===== src/rtl/pipe_memory.sv =====
// pipe_memory: single-port data/program memory with a valid/ready request
// channel, a READ_LAT-deep read pipeline and a clear sequencer that writes
// INIT_VAL to every word after each reset.
// Optional build macro: MEM_PARITY_EN adds an even-parity bit per word, an
// err_inject input (inverts stored parity on a write) and an rsp_err output.
module pipe_memory #(
  parameter int unsigned       DATA_W   = 8,
  parameter int unsigned       ADDR_W   = 8,
  parameter int unsigned       READ_LAT = 1,
  parameter logic [DATA_W-1:0] INIT_VAL = '0
) (
  input  logic              clk,
  input  logic              rst,
  input  logic              req_valid,
  output logic              req_ready,
  input  logic              req_rw,
  input  logic [ADDR_W-1:0] req_addr,
  input  logic [DATA_W-1:0] req_wdata,
`ifdef MEM_PARITY_EN
  input  logic              err_inject,
  output logic              rsp_err,
`endif
  output logic              rsp_valid,
  output logic [DATA_W-1:0] rsp_rdata,
  output logic              init_busy
);

  localparam int unsigned DEPTH = 1 << ADDR_W;
`ifdef MEM_PARITY_EN
  localparam int unsigned MEM_W = DATA_W + 1;
`else
  localparam int unsigned MEM_W = DATA_W;
`endif

  // Reject unsupported pipeline depths at elaboration time
  if (READ_LAT < 1 || READ_LAT > 4) begin : g_bad_read_lat
    $error("pipe_memory: READ_LAT must be in 1..4");
  end

  typedef enum logic [0:0] {
    ST_INIT = 1'b0,
    ST_RUN  = 1'b1
  } state_t;

  state_t              r_state;
  state_t              w_state_nxt;
  logic [ADDR_W:0]     r_cnt;
  logic [ADDR_W:0]     w_cnt_nxt;
  logic                w_last;

  logic                r_req_ready;
  logic                r_init_busy;

  logic                w_acc;
  logic                w_wr_acc;
  logic                w_rd_acc;
  logic                w_we;
  logic [ADDR_W-1:0]   w_waddr;
  logic [DATA_W-1:0]   w_wdata;
  logic [MEM_W-1:0]    w_wword;

  logic [MEM_W-1:0]    r_mem [DEPTH];
  logic [MEM_W-1:0]    r_dpipe [READ_LAT];
  logic [MEM_W-1:0]    w_out_word;
  logic [READ_LAT-1:0] r_vld;

  logic                r_rsp_valid;
  logic [DATA_W-1:0]   r_rsp_rdata;
`ifdef MEM_PARITY_EN
  logic                r_rsp_err;
  logic                w_par_flip;
`endif

  // Clear sequencer is on its final word (counter is one bit wider, never wraps)
  assign w_last = (r_cnt == (ADDR_W+1)'(DEPTH - 1));

  // FSM state and clear counter register
  always_ff @(posedge clk or posedge rst) begin
    if (rst) begin
      r_state     <= ST_INIT;
      r_cnt       <= '0;
      r_req_ready <= 1'b0;
      r_init_busy <= 1'b1;
    end else begin
      r_state     <= w_state_nxt;
      r_cnt       <= w_cnt_nxt;
      r_req_ready <= (w_state_nxt == ST_RUN);
      r_init_busy <= (w_state_nxt == ST_INIT);
    end
  end

  // FSM next state: INIT sweeps every address once, then RUN until reset
  always_comb begin
    w_state_nxt = r_state;
    w_cnt_nxt   = r_cnt;
    case (r_state)
      ST_INIT: begin
        w_cnt_nxt = r_cnt + (ADDR_W+1)'(1);
        if (w_last) begin
          w_state_nxt = ST_RUN;
        end
      end
      ST_RUN: begin
        w_state_nxt = ST_RUN;
      end
      default: begin
        w_state_nxt = ST_INIT;
      end
    endcase
  end

  // Request decode and single write-port mux shared by INIT and CPU writes
  always_comb begin
    w_acc    = req_valid & r_req_ready;
    w_wr_acc = w_acc & req_rw;
    w_rd_acc = w_acc & ~req_rw;
    w_we     = 1'b0;
    w_waddr  = req_addr;
    w_wdata  = req_wdata;
`ifdef MEM_PARITY_EN
    w_par_flip = 1'b0;
`endif
    if (r_state == ST_INIT) begin
      w_we    = 1'b1;
      w_waddr = r_cnt[ADDR_W-1:0];
      w_wdata = INIT_VAL;
    end else begin
      w_we    = w_wr_acc;
`ifdef MEM_PARITY_EN
      w_par_flip = err_inject;
`endif
    end
`ifdef MEM_PARITY_EN
    w_wword = {(^w_wdata) ^ w_par_flip, w_wdata};
`else
    w_wword = w_wdata;
`endif
  end

  // Storage write port
  always_ff @(posedge clk) begin
    if (w_we) begin
      r_mem[w_waddr] <= w_wword;
    end
  end

  // Synchronous read port plus data delay stages; qualified by r_vld
  always_ff @(posedge clk) begin
    if (w_rd_acc) begin
      r_dpipe[0] <= r_mem[req_addr];
    end
    for (int k = 1; k < int'(READ_LAT); k++) begin
      r_dpipe[k] <= r_dpipe[k-1];
    end
  end

  assign w_out_word = r_dpipe[READ_LAT-1];

  // Valid pipeline and registered response; reset drops in-flight reads
  always_ff @(posedge clk or posedge rst) begin
    if (rst) begin
      r_vld       <= '0;
      r_rsp_valid <= 1'b0;
      r_rsp_rdata <= '0;
`ifdef MEM_PARITY_EN
      r_rsp_err   <= 1'b0;
`endif
    end else begin
      r_vld[0] <= w_rd_acc;
      for (int k = 1; k < int'(READ_LAT); k++) begin
        r_vld[k] <= r_vld[k-1];
      end
      r_rsp_valid <= r_vld[READ_LAT-1];
      if (r_vld[READ_LAT-1]) begin
        r_rsp_rdata <= w_out_word[DATA_W-1:0];
      end
`ifdef MEM_PARITY_EN
      r_rsp_err <= r_vld[READ_LAT-1] &
                   ((^w_out_word[DATA_W-1:0]) != w_out_word[DATA_W]);
`endif
    end
  end

  assign req_ready = r_req_ready;
  assign init_busy = r_init_busy;
  assign rsp_valid = r_rsp_valid;
  assign rsp_rdata = r_rsp_rdata;
`ifdef MEM_PARITY_EN
  assign rsp_err   = r_rsp_err;
`endif

endmodule


===== config.mk =====
export PLATFORM = sky130hd
export DESIGN_NAME = pipe_memory
export DESIGN_NICKNAME = d
export VERILOG_FILES = /design/src/rtl/pipe_memory.sv
export SDC_FILE = /design/constraint.sdc
export NUM_CORES = 2
export LEC_CHECK = 0
export CORE_UTILIZATION = 59
export CTS_BUF_LIST = sky130_fd_sc_hd__clkbuf_4 sky130_fd_sc_hd__clkbuf_8
export CTS_CLUSTER_DIAMETER = 30
export CTS_CLUSTER_SIZE = 30
export DETAILED_ROUTE_END_ITERATION = 10
export HOLD_SLACK_MARGIN = 0.02
export PLACE_DENSITY = 0.82
export SYNTH_ARGS = -nofsm -noshare
export SYNTH_HDL_FRONTEND = slang
export SYNTH_SLANG_ARGS = --single-unit

===== constraint.sdc =====
create_clock -name clk -period 5.4 [get_ports clk]
set_clock_uncertainty 0.05 [all_clocks]
set_input_delay 0.81 -clock clk [delete_from_list [all_inputs] [get_ports clk]]
set_output_delay 0.81 -clock clk [all_outputs]
set_load 0.05 [all_outputs]

* After elaboration in Yosys (flattened, before gate mapping)
Memory sizes are Yosys's and may differ from the RTL's. A register that Yosys moved wholly into a read port is not among the register bits.
Cells that the tools add are included.
** Word-level totals
- Register bits :: 13
- Output and inout bits :: 11
- RAM bits :: 2056
- Memories kept :: 2
- Logic and storage cells :: 24
** Cells by class
- Bitwise operators :: 6
- $add $sub $neg :: 1
- Equality and inequality tests :: 1
- Muxes and demuxes :: 9
** Memories
- r_mem :: depth 256, width 8, read ports 1, clocked after memory_dff 0, wr ports 1, line 62 : logic [MEM_W-1:0] r_mem [DEPTH];
- r_dpipe :: depth 1, width 8, read ports 1, clocked after memory_dff 1, wr ports 1, line 63 : logic [MEM_W-1:0] r_dpipe [READ_LAT];
** Operators with widths (number)
- 2-to-1 mux 8 bit :: 2
- adder 9 x 1 -> 9 bit (second input constant) :: 1
- equality test 9 x 8 -> 1 bit (second input constant) :: 1
- 2-to-1 mux 1 bit :: 6
- AND 1 bit :: 3
- NOT 1 bit :: 3
- one-hot mux 1 bit (2 select lines) :: 1

* Longest topological paths before layout
- Word-level depth :: 5
- Mapped depth :: 13

* Worst setup path after synthesis
No wires, ideal clock.
- Path type :: register -> register
- Start point :: register, netlist name req_ready
- End point :: memory r_mem[0][0] in the netlist's numbering, data pin
- Period minus slack after synthesis :: 5.700 ns
- Data arrival time :: 4.784 ns
- Data required time :: 4.483 ns
- Stages on the path, launching flop included :: 5
- Slack :: -0.300 ns
- Path through :: dfrtp_1 -> clkbuf_1 -> clkbuf_1 -> clkbuf_1 -> and2_1
** RTL lines (line)
- end, declared :: 62

* Final worst setup path
- Start point :: register r_req_ready (netlist: req_ready)
- End point :: memory r_mem[214][0] in the netlist's numbering (enable)
** Between the ends
- Word-level cells in the longest chain between the ends :: 5
** RTL lines
- start, declared :: line 51 : logic r_req_ready;
- start signal, assigned :: line 87 : r_req_ready <= (w_state_nxt == ST_RUN);
- AND 1 bit :: line 114 : w_acc = req_valid & r_req_ready;
- AND 1 bit :: line 115 : w_wr_acc = w_acc & req_rw;
- 2-to-1 mux 1 bit :: line 123 : if (r_state == ST_INIT) begin
- 2-to-1 mux 1 bit :: line 142 : if (w_we) begin
- 2-to-1 mux 1 bit (not written as such) :: line 143 : r_mem[w_waddr] <= w_wword;
Several ways; a longest one is shown, not always the timed one.

==> impl_metrics.py <==
metrics = {
    "detailed_routing": {
        "vias_per_cell": 6.905,
        "wirelength_um": 200400,
        "ant_nets": 0,
        "drt-pass1-iter-count": 8,
        "vias": 42070,
        "routedWlPerCell_um": 32.89,
        "drt_iter0_drc": 6379,
        "remaining_drc_errors": 0,
    },
    "synth": {
        "ys_seq_elements": 2077,
        "synth.most_common_cell": "edfxtp_1",
        "netlist_top_cells_count": "2056 x edfxtp_1, 529 x mux4_2, 287 x nor2_1",
        "syn_area_mm2": 0.08101,
        "ys_types": 67,
        "synth_top_area_cell": "edfxtp_1",
        "synth_cells": 3710,
        "synthesis.nets": 3732,
        "seq_area_frac_synth_pct": 76.86,
        "syn_area_per_cell_um2": 21.83,
        "async_flop_share_pct": 1.011,
        "yosys_warnings": 0,
        "ys.flop_type": "edfxtp_1",
        "synth_top_area_share_pct": 76.21,
        "synth.area.top_cells": "edfxtp_1 76%, mux4_2 15%, mux2i_1 1.7%",
        "synth_edf_count": 2056,
    },
    "clock_tree": {
        "cts_setup_buffers": 0,
        "cts.sinks": 2077,
        "cts_hold_buf": 0,
        "clk_pin_slew_worst_paths_ps": 70,
        "cts_max_path_buffers": 4,
        "cts_made_buffers": 354,
        "cts_tree": "done",
        "cts_root_buf": "clkbuf_8",
        "cts_resized": 0,
        "clock_latency_ps": 1080,
        "htree_levels": 5,
    },
    "floorplanning": {
        "ioPinCount": 31,
        "die_x_um": 372.5,
        "die_area_mm2": 0.1388,
        "initial_core_util_pct": 59.65,
        "coreArea_mm2": 0.1358,
        "die_height_um": 372.5,
        "row_count": 135,
    },
    "run_status": {
        "outcome": "completed",
    },
    "power_and_ir_drop": {
        "clockPowerShare_pct": 47.0,
        "p_per_area_mw_per_mm2": 373.7,
        "leakagePower_nw": 23.98,
        "ir_drop_uv": 240.6,
        "p_seq_share_pct": 50.8,
        "comb_power_share_pct": 2.2,
        "p_total_mw": 34.33,
        "p_int_mw": 27.02,
        "p_switching_mw": 7.309,
        "p_sw_share_pct": 21.29,
    },
    "global_route": {
        "antenna_found_initial": 9,
        "grt_overflow_total": 0,
        "grt_pass1_wl_um": 286400,
        "grt_max_degree": 169,
        "track_usage_pct": 29.16,
        "grt_pass1_vias": 42120,
    },
    "setup_path": {
        "critPathArrivalTime_ps": 5150,
        "path_class": "flop to flop",
        "cp_slowest_cell": "nor2_1",
        "start_kind": "flop",
        "worstPathRequired_ps": 5940,
        "crit_chain": "nand2b_1 > o21ai_0 > nand2_1 > nor2_1",
        "cpPeakStageDelay_ps": 1130,
        "end_kind": "flop",
        "critPathMaxFanout": 48,
    },
    "placed_design": {
        "gp_congestion": 0.8851,
        "port-buffer-count": 30,
        "dp.cells": 5465,
        "dp_hpwl_um": 115600,
        "post_dp_cell_area_mm2": 0.08380,
    },
    "timing": {
        "hold_viol": 0,
        "rsz0062_at_grt": "false",
        "fin_crit_sh_pct": 85.35,
        "setup_violations": 0,
        "tightestPinTransition_ps": 1463,
        "report.final.slew_viol_count": 0,
        "fmax_ghz": 0.2170,
        "slew_headroom_pct": 2.078,
        "min_period_ps": 4609,
    },
    "cells_and_area": {
        "synthToLayoutAreaGrowth_pct": 13.42,
        "design_area_mm2": 0.09188,
        "fill_cells": 7591,
        "finalNonFillerCells": 6093,
        "drive_gt1_share_pct": 31.04,
        "fin_nets": 4062,
    },
    "run": {
        "maxCapViolCount": 0,
    },
    "hold_path": {
        "hp-class": "input pin to async pin",
    },
}
-- state kept, by name, indices dropped and copies added (netlist names) --
signal and flops:
req_ready 1, r_vld 1, r_dpipe 8, rsp_rdata 8
r_cnt 9, r_mem 2048, rsp_valid 1, init_busy 1
-- stage by stage --
| step | util [%] | setup WS [ps] | TNS, ps | hold WS, ps |
|---|---|---|---|---|
| finish | 67.66 | 791.0 | 0 | 293.4 |
| global route | 67.65 | 818.5 | 0 | 353.7 |
| CTS | 67.65 | 1057 | 0 | 242.4 |
| detailed placement | 61.70 | 924.4 | 0 | 451.5 |
| global placement | 61.70 | 1007 | 0 | 417.3 |
| floorplan | - | -48.45 | -12400 | 301.9 |
-- cells by family after synthesis --
| logic type | after synthesis | share of synthesized area (%) |
|---|---|---|
| DFF | 2077 | 76.86 |
| and+or+nand+nor | 482 | 2.544 |
| AOI/OAI and AO/OA | 226 | 2.082 |
| xor gates and xnor gates | 7 | 0.07568 |
| adders and majority gates | 2 | 0.03089 |
| muxes | 689 | 16.72 |
| buffers and inverters | 227 | 1.685 |
-- cell type report --
cell class | count | area [um^2] | area share [%]
inverters | 10 | 38.79 | 0.04221
multi-input cells | 1406 | 17400 | 18.94
diodes | 5 | 12.51 | 0.01362
clock buffers | 395 | 5236 | 5.699
repair buffers | 191 | 1858 | 2.022
clock inverters | 228 | 2836 | 3.087
flip-flops and latches | 2077 | 62270 | 67.77
well taps | 1781 | 2228 | 2.425
-- layout by cell type (no fill, tap or decap), types with 31 or more instances in the layout --
cell	instances
mux2i_1	138
clkbuf_8	363
edfxtp_1	2056
o221ai_1	44
clkbuf_4	32
buf_4	134
clkinv_1	31
nand3_1	32
bufinv_16	54
nand2_1	80
clkinv_2	41
mux4_2	529
inv_6	34
clkinvlp_4	33
nor2_1	287
-- per-layer routing --
layer  part of all wire, %  global-route usage [%]  vias to the layer above
met2                    48                   45.27                     3575
met1                    34                   38.50                    21490
li1                      -                       -                    16310
met4                   5.0                   13.58                       14
met5                 0.047                       0                        -
met3                    13                   8.439                      676
-- worst max-delay path, delay by kind of cell (launching register included) --
kind,cells,cell delay (ps)
AO/OA/AOI/OAI,1,1080
flip-flops,1,810
AND/OR/NAND/NOR,3,2190
-- path summary, 6_finish.rpt --
path / to / slack (ps) / cells past startpoint / startpoint
setup / recovery: r_mem[214][0] / 790 / 4 / req_ready
setup reg to reg: r_mem[214][0] / 790 / 4 / req_ready
hold reg to reg: rsp_rdata[5] / 460 / 1 / rsp_rdata[5]
max in group asynchronous: req_ready / 4230 / 2 / rst
hold / removal: r_cnt[4] / 290 / 2 / rst
min in group clk: rsp_rdata[5] / 460 / 1 / rsp_rdata[5]
-- power by group through the flow --
| stage | clock [mW] | sequential (mW) | combinational, mW |
|---|---|---|---|
| final | 16.1 | 17.4 | 0.750 |
| after global routing | 16.9 | 17.4 | 0.774 |
| after CTS | 16.2 | 17.4 | 0.742 |
| after detailed placement | 0 | 17.8 | 0.735 |
| after global placement | 0 | 17.8 | 0.728 |
| after floorplan | 0 | 17.8 | 0.528 |
No activity file was read; power rests on OpenSTA's default activity.
